## config.mk

```make
export PLATFORM = sky130hd
export DESIGN_NAME = uart_tx_fifo
export DESIGN_NICKNAME = d
export VERILOG_FILES = /design/src/rtl/uart_pkg.sv /design/src/rtl/uart_sync_fifo.sv /design/src/rtl/uart_tx_fifo.sv
export SDC_FILE = /design/constraint.sdc
export NUM_CORES = 1
export LEC_CHECK = 0
export CELL_PAD_IN_SITES_DETAIL_PLACEMENT = 1
export CELL_PAD_IN_SITES_GLOBAL_PLACEMENT = 2
export CORE_MARGIN = 5
export CORE_UTILIZATION = 30
export CTS_CLUSTER_SIZE = 30
export DETAILED_ROUTE_END_ITERATION = 16
export PLACE_DENSITY = 0.69
export SYNTH_ARGS = -nofsm -noshare
export SYNTH_HDL_FRONTEND = slang
export SYNTH_SLANG_ARGS = --single-unit
```

## constraint.sdc

```tcl
create_clock -name clk -period 6.05 [get_ports clk]
set_input_delay 0.9075 -clock clk [delete_from_list [all_inputs] [get_ports clk]]
set_output_delay 0.9075 -clock clk [all_outputs]
set_load 0.03 [all_outputs]
```

## src/rtl/uart_pkg.sv

```systemverilog
// rtl/uart_pkg.sv - shared FSM encoding, line level and width helper for the UART transmitter
// Contents:
//   uart_state_t    : transmitter FSM states (IDLE=0, START=1, DATA=2, PARITY=3, STOP=4)
//   UART_IDLE_LEVEL : level driven on the serial line between frames
//   clog2_min1      : ceil(log2(value)), never less than 1, for counter widths
package uart_pkg;

    typedef enum logic [2:0] {
        IDLE   = 3'd0,
        START  = 3'd1,
        DATA   = 3'd2,
        PARITY = 3'd3,
        STOP   = 3'd4
    } uart_state_t;

    localparam logic UART_IDLE_LEVEL = 1'b1;

    function automatic int clog2_min1(input int value);
        return (value <= 2) ? 1 : $clog2(value);
    endfunction

endpackage

```

## src/rtl/uart_sync_fifo.sv

```systemverilog
// rtl/uart_sync_fifo.sv - single-clock FIFO with occupancy count
// Ports:
//   clk, rst  : clock (rising edge), asynchronous active-high reset
//   i_push    : write i_data this cycle (caller guarantees not full)
//   i_data    : write data
//   i_pop     : advance the read pointer this cycle (caller guarantees not empty)
//   o_data    : entry at the read pointer (combinational read)
//   o_full    : all DEPTH entries occupied
//   o_empty   : no entries occupied
//   o_count   : occupied entries, 0..DEPTH
module uart_sync_fifo #(
    parameter int WIDTH = 8,
    parameter int DEPTH = 4
) (
    input  logic                     clk,
    input  logic                     rst,
    input  logic                     i_push,
    input  logic [WIDTH-1:0]         i_data,
    input  logic                     i_pop,
    output logic [WIDTH-1:0]         o_data,
    output logic                     o_full,
    output logic                     o_empty,
    output logic [$clog2(DEPTH):0]   o_count
);

    localparam int PW = $clog2(DEPTH);
    localparam int CW = PW + 1;

    logic [WIDTH-1:0] r_mem [DEPTH];
    logic [PW-1:0]    r_wr_ptr;
    logic [PW-1:0]    r_rd_ptr;
    logic [CW-1:0]    r_count;

    // Pointers are exactly log2(DEPTH) bits so they wrap on their own.
    always_ff @(posedge clk or posedge rst) begin
        if (rst) begin
            r_wr_ptr <= '0;
            r_rd_ptr <= '0;
            r_count  <= '0;
        end else begin
            if (i_push) r_wr_ptr <= r_wr_ptr + 1'b1;
            if (i_pop)  r_rd_ptr <= r_rd_ptr + 1'b1;
            if (i_push && !i_pop)
                r_count <= r_count + 1'b1;
            else if (i_pop && !i_push)
                r_count <= r_count - 1'b1;
        end
    end

    always_ff @(posedge clk) begin
        if (i_push) r_mem[r_wr_ptr] <= i_data;
    end

    assign o_data  = r_mem[r_rd_ptr];
    assign o_full  = (r_count == CW'(DEPTH));
    assign o_empty = (r_count == '0);
    assign o_count = r_count;

endmodule

```

## src/rtl/uart_tx_fifo.sv

```systemverilog
// rtl/uart_tx_fifo.sv - buffered UART transmitter: valid/ready byte input, FIFO, baud-timed serialiser
// Optional feature macro: UART_TX_PARITY_EN (adds parity_odd input and a parity bit per frame)
// Ports:
//   clk, rst   : clock (rising edge), asynchronous active-high reset
//   s_data     : byte to send; only s_data[DATA_BITS-1:0] goes on the line
//   s_valid    : s_data valid; pushed on an edge where s_valid && s_ready
//   s_ready    : FIFO not full (from registered count only)
//   parity_odd : (UART_TX_PARITY_EN only) odd parity when 1, sampled at pop
//   tx_out     : serial line, idle high, LSB first
//   tx_busy    : frame in progress
//   tx_done    : one-cycle pulse during the last cycle of each frame
//   fifo_count : occupied FIFO entries
module uart_tx_fifo
    import uart_pkg::*;
#(
    parameter int BAUD_DIV   = 100,
    parameter int DATA_BITS  = 8,
    parameter int FIFO_DEPTH = 4,
    parameter int STOP_BITS  = 1
) (
    input  logic                          clk,
    input  logic                          rst,
    input  logic [7:0]                    s_data,
    input  logic                          s_valid,
    output logic                          s_ready,
`ifdef UART_TX_PARITY_EN
    input  logic                          parity_odd,
`endif
    output logic                          tx_out,
    output logic                          tx_busy,
    output logic                          tx_done,
    output logic [$clog2(FIFO_DEPTH):0]   fifo_count
);

    localparam int BW = clog2_min1(BAUD_DIV);
    localparam int NW = clog2_min1(DATA_BITS);
    localparam logic [BW-1:0] BAUD_LAST = BW'(BAUD_DIV - 1);
    localparam logic [BW-1:0] BAUD_PRE  = BW'(BAUD_DIV - 2);
    localparam logic [NW-1:0] DATA_LAST = NW'(DATA_BITS - 1);
    localparam logic [NW-1:0] STOP_LAST = NW'(STOP_BITS - 1);

    logic                 w_push;
    logic                 w_pop;
    logic                 w_load;
    logic                 w_full;
    logic                 w_empty;
    logic [DATA_BITS-1:0] w_fifo_data;

    uart_state_t          r_state,  w_state_nxt;
    logic [BW-1:0]        r_baud,   w_baud_nxt;
    logic [NW-1:0]        r_bit,    w_bit_nxt;
    logic [DATA_BITS-1:0] r_shift,  w_shift_nxt;
    logic                 r_tx_out, w_tx_nxt;
    logic                 r_busy,   w_busy_nxt;
    logic                 r_done,   w_done_nxt;
`ifdef UART_TX_PARITY_EN
    logic                 r_parity, w_parity_nxt;
`endif

    assign w_push  = s_valid && s_ready;
    assign s_ready = !w_full;

    uart_sync_fifo #(
        .WIDTH (DATA_BITS),
        .DEPTH (FIFO_DEPTH)
    ) u_fifo (
        .clk     (clk),
        .rst     (rst),
        .i_push  (w_push),
        .i_data  (s_data[DATA_BITS-1:0]),
        .i_pop   (w_pop),
        .o_data  (w_fifo_data),
        .o_full  (w_full),
        .o_empty (w_empty),
        .o_count (fifo_count)
    );

    always_ff @(posedge clk or posedge rst) begin
        if (rst) begin
            r_state  <= IDLE;
            r_baud   <= '0;
            r_bit    <= '0;
            r_shift  <= '0;
            r_tx_out <= UART_IDLE_LEVEL;
            r_busy   <= 1'b0;
            r_done   <= 1'b0;
`ifdef UART_TX_PARITY_EN
            r_parity <= 1'b0;
`endif
        end else begin
            r_state  <= w_state_nxt;
            r_baud   <= w_baud_nxt;
            r_bit    <= w_bit_nxt;
            r_shift  <= w_shift_nxt;
            r_tx_out <= w_tx_nxt;
            r_busy   <= w_busy_nxt;
            r_done   <= w_done_nxt;
`ifdef UART_TX_PARITY_EN
            r_parity <= w_parity_nxt;
`endif
        end
    end

    // Next-state logic computes the value every output register takes at the
    // coming edge, so the line, busy and done all change on the transition edge.
    always_comb begin
        w_state_nxt = r_state;
        w_baud_nxt  = r_baud + 1'b1;
        w_bit_nxt   = r_bit;
        w_shift_nxt = r_shift;
        w_tx_nxt    = r_tx_out;
        w_busy_nxt  = r_busy;
        w_done_nxt  = 1'b0;
        w_pop       = 1'b0;
        w_load      = 1'b0;
`ifdef UART_TX_PARITY_EN
        w_parity_nxt = r_parity;
`endif
        case (r_state)
            IDLE: begin
                w_baud_nxt = r_baud;
                w_tx_nxt   = UART_IDLE_LEVEL;
                w_busy_nxt = 1'b0;
                if (!w_empty) w_load = 1'b1;
            end
            START: begin
                if (r_baud == BAUD_LAST) begin
                    w_baud_nxt  = '0;
                    w_state_nxt = DATA;
                    w_tx_nxt    = r_shift[0];
                end
            end
            DATA: begin
                if (r_baud == BAUD_LAST) begin
                    w_baud_nxt = '0;
                    if (r_bit == DATA_LAST) begin
                        w_bit_nxt = '0;
`ifdef UART_TX_PARITY_EN
                        w_state_nxt = PARITY;
                        w_tx_nxt    = r_parity;
`else
                        w_state_nxt = STOP;
                        w_tx_nxt    = UART_IDLE_LEVEL;
`endif
                    end else begin
                        w_bit_nxt   = r_bit + 1'b1;
                        w_shift_nxt = r_shift >> 1;
                        w_tx_nxt    = r_shift[1];
                    end
                end
            end
`ifdef UART_TX_PARITY_EN
            PARITY: begin
                if (r_baud == BAUD_LAST) begin
                    w_baud_nxt  = '0;
                    w_state_nxt = STOP;
                    w_tx_nxt    = UART_IDLE_LEVEL;
                end
            end
`endif
            STOP: begin
                // The baud counter only spans one bit; r_bit counts stop bits.
                // Done is registered one cycle early so it is high during the last cycle.
                if (r_bit == STOP_LAST && r_baud == BAUD_PRE) w_done_nxt = 1'b1;
                if (r_baud == BAUD_LAST) begin
                    w_baud_nxt = '0;
                    if (r_bit == STOP_LAST) begin
                        w_bit_nxt = '0;
                        if (!w_empty) begin
                            w_load = 1'b1;
                        end else begin
                            w_state_nxt = IDLE;
                            w_busy_nxt  = 1'b0;
                        end
                    end else begin
                        w_bit_nxt = r_bit + 1'b1;
                    end
                end
            end
            default: begin
                w_state_nxt = IDLE;
                w_baud_nxt  = '0;
                w_bit_nxt   = '0;
                w_tx_nxt    = UART_IDLE_LEVEL;
                w_busy_nxt  = 1'b0;
            end
        endcase

        // Shared by IDLE and end-of-STOP: pop straight into a start bit.
        if (w_load) begin
            w_pop       = 1'b1;
            w_shift_nxt = w_fifo_data;
            w_baud_nxt  = '0;
            w_bit_nxt   = '0;
            w_state_nxt = START;
            w_tx_nxt    = 1'b0;
            w_busy_nxt  = 1'b1;
`ifdef UART_TX_PARITY_EN
            w_parity_nxt = (^w_fifo_data) ^ parity_odd;
`endif
        end
    end

    assign tx_out  = r_tx_out;
    assign tx_busy = r_busy;
    assign tx_done = r_done;

endmodule
```

* Word level (Yosys, flattened, before mapping)
Memories as Yosys holds them, arrays and structs flattened.
Cells that the tools add are included.
** Storage, ports and cells
- Bits in registers :: 31
- RAM bits :: 32
- Output and inout bits :: 7
- Logic and storage cells :: 98
- Memories kept :: 1
** Operators by class
- Equality and inequality tests :: 18
- Mux-type cells :: 42
- $add $sub $neg :: 6
- Reduce and logical (&&, ||, !) cells :: 21
** Memories
- u_fifo.r_mem :: words 4, width 8, read ports 1, clocked after memory_dff 0, write ports 1, line uart_sync_fifo.sv:29 : logic [WIDTH-1:0] r_mem [DEPTH];
** Operators by type and width (number)
- 2-to-1 mux 3 bit :: 14
- 2-to-1 mux 8 bit :: 4
- inequality test 3 bit (second input constant) :: 6
- 2-to-1 mux 1 bit :: 16
- equality test 7 bit (second input constant) :: 2
- 2-to-1 mux 7 bit :: 2
- case mux 7 bit (2 select lines) :: 1
- case mux 3 bit (4 select lines) :: 1
- equality test 3 bit (second input constant) :: 3
- logical NOT 3 bit :: 3
- case mux 3 bit (3 select lines) :: 1
- AND reduction 3 bit :: 3
- adder 7 x 1 -> 7 bit (second input constant) :: 1
- AND reduction 7 bit :: 1
- adder 3 x 1 -> 3 bit (second input constant) :: 2
- inequality test 2 bit (second input constant) :: 3
- nonzero test 2 bit :: 3
- adder 2 x 1 -> 2 bit (second input constant) :: 2
- logical AND 1 bit :: 4
- inequality test 2 x 1 -> 1 bit (second input constant) :: 2
- case mux 1 bit (2 select lines) :: 2
- AND reduction 4 bit :: 1
- OR reduction 2 bit :: 2
- equality test 3 x 1 -> 1 bit (second input constant) :: 1
- 5 further kinds :: 7

* Longest topological paths before layout
Gate-level depths: netlist (run 1).
- Word-level depth :: 9
- Depth in mapped cells :: 12

* By module
Synthesis (run 1) repeated with hierarchy kept, for this count alone.
** Unflattened totals
- Cells, all modules :: 221
- Area total of the unflattened synthesis :: 2975.4 µm²
** Modules (own cells, without submodules)
- uart_sync_fifo :: times used 1, area each 1551.5 µm², cells an instance 77
- uart_tx_fifo :: times used 1, area each 1423.9 µm², cells an instance 144

* Least setup slack after synthesis (run 1)
No wires, ideal clock.
- Path type :: reg2reg
- Start point :: reg u_fifo.r_count[1], in the netlist u_fifo.o_count[1]
- End point :: reg u_fifo.r_count[2], in the netlist u_fifo.o_count[2]
- Setup time :: 0.081 ns
- Path buffers :: 0
- Period minus slack after synthesis :: 2.427 ns
- Data arrival time :: 2.346 ns
- Slack :: 3.623 ns
- Required time :: 5.969 ns
- Cell stages (with the launch flop) :: 11
- Path through :: dfrtp_1 nor3_1 nor3_1 and2_1 inv_2 ha_1 inv_1 fa_1 xor2_1 nor2_1 xor2_1
** On the way
- Cells in the longest elaborated chain, start to end :: 9
- Elaborated cells on any way between the ends :: 18
- Those cells by class :: 2 x add/sub; 1 x eq/ne; 7 x mux; 8 x reduce/logical
** Ends and longest elaborated chain
- start, declared :: line uart_sync_fifo.sv:32 : logic [CW-1:0] r_count;
- start signal, assigned :: line uart_sync_fifo.sv:44 : r_count <= r_count + 1'b1;
- start signal, assigned :: line uart_sync_fifo.sv:46 : r_count <= r_count - 1'b1;
- logical NOT 3 bit :: line uart_sync_fifo.sv:56 : assign o_empty = (r_count == '0);
- 2-to-1 mux 1 bit :: line uart_tx_fifo.sv:124, uart_tx_fifo.sv:169
- 2-to-1 mux 1 bit :: line uart_tx_fifo.sv:167 : if (r_bit == STOP_LAST) begin
- 2-to-1 mux 1 bit :: line uart_tx_fifo.sv:165 : if (r_baud == BAUD_LAST) begin
- case mux 1 bit (2 select lines) :: line uart_tx_fifo.sv:119 : case (r_state)
- 2-to-1 mux 1 bit :: line uart_tx_fifo.sv:190 : if (w_load) begin
- logical NOT 1 bit :: line uart_sync_fifo.sv:43 : if (i_push && !i_pop)
- logical AND 1 bit :: line uart_sync_fifo.sv:43
- 2-to-1 mux 3 bit or nonzero test 2 bit (tied branches)
Parallel ways exist; a longest one is shown, timed or not. The select of a mux whose other input is x is not followed.
A chain may end at the register's enable or synchronous reset.

* Worst setup path in the final report (run 1)
Ends and elaborated chain as after synthesis.

==> flow_summary.json, run 1 <==
{
  "status": "finished clean",
  "dr.pass1.iters": 4,
  "swShare_pct": 27.6,
  "nNetsFinal": 265,
  "finalCriticalPeriod_ns": 2.69,
  "clock_latency_ns": 0.35,
  "ctsResizeCount": 0,
  "netlist_instances": 223,
  "initial_core_util_pct": 30.8,
  "drc_errors": 0,
  "clkPwrFrac_pct": 35.8,
  "synth_fa_ha_area_share_pct": 4.83,
  "finalClockSkew_ns": 0.00898,
  "die_h_um": 110,
  "die_area_mm2": 0.0121,
  "ys_types": 47,
  "criticalPathCategory": "flop to flop",
  "overflow": 0,
  "p_per_area_mw_per_mm2": 327,
  "rows": 36,
  "cts.sinks": 63,
  "synth_mux_area_share_pct": 12.7,
  "startpoint_type": "flop",
  "first_iter_violations": 70,
  "synth-seq-area-share_pct": 57.8,
  "arrival_ns": 2.96,
  "synth-compound-area-share_pct": 8.03,
  "ys_seq_elements": 63,
  "coreArea_mm2": 0.00977,
  "hpwl_mm": 4.14,
  "wire_per_inst_um": 15.5,
  "antenna_found_initial": 0,
  "routabilityCongestion": 0.723,
  "cp.required_ns": 6.32,
  "synth-edff-count": 32,
  "yosys_warnings": 0,
  "holdCritPathClass": "flop to flop",
  "max_slew_margin_pct": 57.4,
  "cts_tree": "done",
  "tightestPinTransition_ns": 0.637,
  "cts_setup_buffers": 0,
  "worst_setup_path_end_kind": "flop",
  "die_x_um": 110,
  "p_int_uw": 834,
  "postRouteAntennaNets": 0,
  "synth_top_flop_cell": "edfxtp_1",
  "routed_wl_mm": 5.91,
  "clk_pin_slew_ns": 0.07,
  "drv_cap": 0,
  "synthArstFlopShare_pct": 49.2,
  "drv_slew": 0,
  "grt_pass1_vias": 1940,
  "cts_root_buffer": "clkbuf_8",
  "power.total_uw": 1150,
  "syn_nets": 245,
  "n_fill_cell": 1074,
  "seqPwrFrac_pct": 47.7,
  "grt_pass1_wl_mm": 10.1,
  "grt.total_usage_pct": 11.1,
  "n_antenna_cell": 0,
  "max-vdd-ir-drop_uv": 175,
  "syn2layout_area_growth_pct": 17.2,
  "pwr-share-comb_pct": 16.6,
  "grt_max_degree": 32,
  "synth-xor-area-share_pct": 2.62,
  "clk_path_buf_depth": 2,
  "hold_viol_final": 0,
  "postSynthAreaPerCell_um2": 13.5,
  "fin_tns_setup_ns": 0,
  "crit_fanout": 9,
  "synth_area_mm2": 0.00301,
  "fmax_mhz": 372,
  "drive_above_1_share_pct": 19.0,
  "fin_crit_sh_pct": 44.4,
  "rsz0062_at_grt": "no",
  "vias": 1789,
  "cts_buffers": 9,
  "routed_via_density": 4.70,
  "h-tree-depth": 3,
  "ctsHoldBuffers": 0,
  "portBuffers": 17,
  "pin_count": 18,
  "crit_chain": "nor3_1 > nor3_1 > and2_1 > inv_2 > ha_1 > inv_1 > fa_1 > xor2_1 > nor2_1 > xor2_1",
  "synth_simple_gate_area_share_pct": 11.0,
  "p_leak_uw": 0.00135,
  "p_switching_uw": 318,
  "max_stage_delay_ns": 0.50,
  "setup_viol": 0,
  "slowest_stage": "nor3_1",
  "synth_top_family_by_area": "multiplexers"
}
[path summary, 6_finish.rpt]
path                                          startpoint                       endpoint  slack, ns  cells after the start
max reg2reg                u_fifo.o_count[1]$_DFFE_PP0P_  u_fifo.o_count[2]$_DFFE_PP0P_       3.36                     10
max                        u_fifo.o_count[1]$_DFFE_PP0P_  u_fifo.o_count[2]$_DFFE_PP0P_       3.36                     10
max in group asynchronous                            rst             tx_out$_DFFE_PP1P_       4.77                      3
min in group asynchronous                            rst          r_baud[4]$_DFFE_PP0P_       0.94                      3
min reg2reg                          tx_busy$_DFFE_PP0P_            tx_busy$_DFFE_PP0P_       0.55                      2
min                                  tx_busy$_DFFE_PP0P_            tx_busy$_DFFE_PP0P_       0.55                      2
[logic make-up after synthesis]
kind of cell | count (synthesis)
mux | 26
xor+xnor | 9
compound gates | 36
fa+ha+maj | 11
buf+inv | 21
simple gates | 57
flops | 63
[layer usage]
metal,track usage [%],routed length (um)
met1,14.2,2800
met2,17.9,2840
met3,2.91,169
met4,4.49,96
met5,0,0
[Yosys cell counts, types with 3 or more instances]
cell type / number / area (um2)
a21oi_1: 7 / 35.0
a31oi_1: 10 / 62.6
and3_1: 6 / 37.5
buf_2: 5 / 25.0
clkbuf_1: 3 / 11.3
dfrtp_1: 30 / 751
edfxtp_1: 32 / 961
ha_1: 10 / 125
inv_1: 11 / 41.3
mux2_2: 17 / 191
mux4_2: 8 / 180
nand2_1: 5 / 18.8
nand2b_1: 4 / 25.0
nand3_1: 9 / 45.0
nor2_1: 9 / 33.8
nor2b_1: 5 / 31.3
nor3_1: 5 / 25.0
o21ai_0: 6 / 30.0
xnor2_1: 5 / 43.8
xor2_1: 4 / 35.0
[state kept, by name, summed over array words and instances, names as in the netlist]
name	flops
r_baud	7
tx_busy	1
r_bit	3
tx_out	1
r_state	3
u_fifo.r_rd_ptr	2
u_fifo.r_mem	32
u_fifo.o_count	3
r_shift	8
u_fifo.r_wr_ptr	2
tx_done	1
[critical path: cells and delay by family (launching register included)]
family,cells,cell delay [ns]
AND/OR/NAND/NOR,4,1.02
flip-flops,1,0.45
adder cells (fa/ha/maj),2,0.59
XOR/XNOR,2,0.31
buffers and inverters,2,0.25
[final cells by class]
class | count | area, um2 | area share [%]
Inverter | 12 | 45.0 | 1.28
Multi-Input combinational cell | 139 | 1180 | 33.4
Clock buffer | 10 | 128 | 3.62
Sequential cell | 63 | 1740 | 49.3
Timing Repair Buffer | 18 | 178 | 5.04
Clock inverter | 6 | 93.8 | 2.66
Tap cell | 133 | 166 | 4.72
[cell usage in the layout (no fill, tap or decap), drive strengths merged, types with 2 or more instances in the layout]
cell / synthesis / layout
o21bai: 2 / 2
clkdlybuf4s50: 0 / 17
nor3: 5 / 5
a21oi: 7 / 7
nor3b: 2 / 2
nor2: 9 / 9
clkinv: 0 / 2
clkbuf: 3 / 10
nand2b: 4 / 4
bufinv: 0 / 2
or3b: 2 / 2
ha: 10 / 10
mux2: 17 / 17
nand3: 10 / 10
nor2b: 5 / 5
and2: 2 / 2
inv: 12 / 13
and3: 6 / 6
or3: 2 / 2
o21ai: 7 / 7
xor2: 4 / 4
o2111ai: 2 / 2
mux4: 8 / 8
dfrtp: 30 / 30
a31oi: 10 / 10
edfxtp: 32 / 32
nand2: 5 / 5
xnor2: 5 / 5
[power by group through the flow]
stage	clock network, uW	registers [uW]	logic, uW
floorplan	0	571	104
global placement	0	556	190
detailed placement	0	560	197
CTS	427	551	198
global route	451	558	214
finish	412	549	191
[metrics by stage]
step	setup WS [ns]	hold WS (ns)	utilization (%)	cell area, um2	cells
floorplan	3.62	0.491	-	3010	223
global placement	3.27	0.523	33.8	3300	365
detailed placement	3.19	0.530	33.8	3300	365
CTS	3.29	0.551	36.1	3530	381
global route	3.06	0.573	36.1	3530	381
finish	3.36	0.546	36.1	3530	381
Power figures use the tool's default switching activity.
==> inputs of run 2 (changes only) <==
Clock period 6.05 ns to 2.5 ns, I/O delays scaled along.
==> flow_summary.json, run 2 (same netlist as run 1, synthesis figures left out) <==
{
  "die_x_um": 110,
  "ctsHoldBuffers": 0,
  "clock_latency_ns": 0.34,
  "syn2layout_area_growth_pct": 19.2,
  "clk_pin_slew_ns": 0.08,
  "finalClockSkew_ns": 0.00758,
  "die_area_mm2": 0.0121,
  "fin_ws_ns": 0.149,
  "first_iter_violations": 98,
  "antenna_found_initial": 0,
  "worst_setup_path_end_kind": "flop",
  "rsz0062_at_grt": "no",
  "initial_core_util_pct": 30.8,
  "arrival_ns": 2.58,
  "cts_root_buffer": "clkbuf_8",
  "n_antenna_cell": 0,
  "reg2regPathDepth": 8,
  "holdWs_ns": 0.405,
  "vias": 1860,
  "grt.total_usage_pct": 10.8,
  "cts.sinks": 63,
  "drv_cap": 0,
  "r2r-end": "u_fifo.o_count[1]$_DFFE_PP0P_",
  "postRouteAntennaNets": 0,
  "p_per_area_mw_per_mm2": 759,
  "pin_count": 18,
  "max_slew_margin_pct": 60.2,
  "routed_via_density": 4.77,
  "top_register": "u_fifo.r_mem",
  "hpwl_mm": 4.24,
  "cp-endpoint": "u_fifo.o_count[1]$_DFFE_PP0P_",
  "crit_start": "r_baud[3]$_DFFE_PP0P_",
  "crit_fanout": 6,
  "h-tree-depth": 3,
  "max_stage_delay_ns": 0.44,
  "grt_pass1_wl_mm": 9.89,
  "top_regs": "u_fifo.r_mem x32, r_shift x8, r_baud x7",
  "routabilityCongestion": 0.750,
  "setup_viol": 0,
  "cp.required_ns": 2.73,
  "nNetsFinal": 274,
  "worstReg2RegStart": "r_baud[3]$_DFFE_PP0P_",
  "die_h_um": 110,
  "crit_chain": "nand4bb_1 > o31ai_4 > and2_1 > inv_2 > ha_1 > inv_1 > fa_1 > mux2_2",
  "tightestPinTransition_ns": 0.595,
  "portBuffers": 17,
  "finalCriticalPeriod_ns": 2.35,
  "cts_buffers": 9,
  "max-vdd-ir-drop_uv": 534,
  "n_fill_cell": 1057,
  "rows": 36,
  "slowest_stage": "dfrtp_1",
  "drv_slew": 0,
  "fin_tns_setup_ns": 0,
  "clk_path_buf_depth": 2,
  "dr.pass1.iters": 4,
  "fin_crit_sh_pct": 94.1,
  "grt_max_degree": 32,
  "wire_per_inst_um": 15.3,
  "layout_common_cells": "edfxtp_1, dfrtp_1, mux2_2, clkdlybuf4s50_1, inv_1",
  "final_common_cell": "edfxtp_1",
  "drive_above_1_share_pct": 22.6,
  "largest_reg_flops": 32,
  "drc_errors": 0,
  "power.total_uw": 2720,
  "startpoint_type": "flop",
  "post-place-ws_ns": 0.157,
  "coreArea_mm2": 0.00977,
  "cts_tree": "done",
  "final_util_pct": 36.7,
  "hold_viol_final": 0,
  "r2r_slack_ns": 0.15,
  "routed_wl_mm": 5.96,
  "grt_pass1_vias": 1933,
  "overflow": 0,
  "status": "finished clean",
  "holdCritPathClass": "input pin to async pin",
  "criticalPathCategory": "flop to flop",
  "fmax_mhz": 425,
  "p_leak_uw": 0.00139
}
## run 2: how the worst min path moves through the flow
| stage | startpoint | end | slack, ns | cells after the start |
|---|---|---|---|---|
| 2_1_floorplan | s_data[0] | u_fifo.r_mem[0][0]$_DFFE_PP_ | 0.47 | 0 |
| 3_3_place_gp | tx_busy$_DFFE_PP0P_ | tx_busy$_DFFE_PP0P_ | 0.51 | 2 |
| 3_5_place_dp | tx_busy$_DFFE_PP0P_ | tx_busy$_DFFE_PP0P_ | 0.51 | 2 |
| 4_1_cts | rst | r_baud[0]$_DFFE_PP0P_ | 0.42 | 3 |
| 5_1_grt | rst | r_baud[0]$_DFFE_PP0P_ | 0.47 | 3 |
| 6_report | rst | r_baud[0]$_DFFE_PP0P_ | 0.40 | 3 |
## run 2: worst max-delay path: cells and delay by family, from the launching register on
kind	cells	cell delay [ns]
buf+inv	2	0.12
compound gates	1	0.30
mux	1	0.27
simple gates	2	0.51
fa+ha+maj	2	0.59
flops	1	0.44
## run 2: cell type report
class                   instances  area, um2  share of cell area (%)
well taps                     133        166                    4.64
multi-input cells             139       1190                    33.2
repair buffers                 27        245                    6.84
inverters                      12       45.0                    1.26
clock inverters                 7       77.6                    2.16
flip-flops and latches         63       1740                    48.5
clock buffers                   9        124                    3.46
## run 2: repair_timing
action,CTS,global route
setup endpoints to repair,0,1
setup buffers,0,0
resized for setup,0,2
## run 2: layer usage
| metal | GRT usage (%) | vias to the layer above | share of wire [%] |
|---|---|---|---|
| met4 | 4.22 | 0 | 1.3 |
| met2 | 16.6 | 19 | 48 |
| met3 | 2.80 | 8 | 2.8 |
| met5 | 0 | - | 0 |
| li1 | - | 894 | - |
| met1 | 14.6 | 939 | 48 |
## run 2: where the power goes
group | total, uW | internal [uW] | switching [uW]
clock | 928 | 473 | 455
sequential | 1330 | 1250 | 81.6
combinational | 460 | 204 | 257
total | 2720 | 1930 | 793
## run 2: stage by stage
step           cells  area [um2]
2_1_floorplan    223        3010
3_3_place_gp     374        3370
3_5_place_dp     374        3370
4_1_cts          390        3570
5_1_grt          390        3580
6_report         390        3580
==> inputs of run 3 (changes only) <==
Settings changed: HOLD_SLACK_MARGIN from default to 0.03.
==> results of run 3 <==
Same layout as run 2: the final DEF is identical, and so are final timing and power.
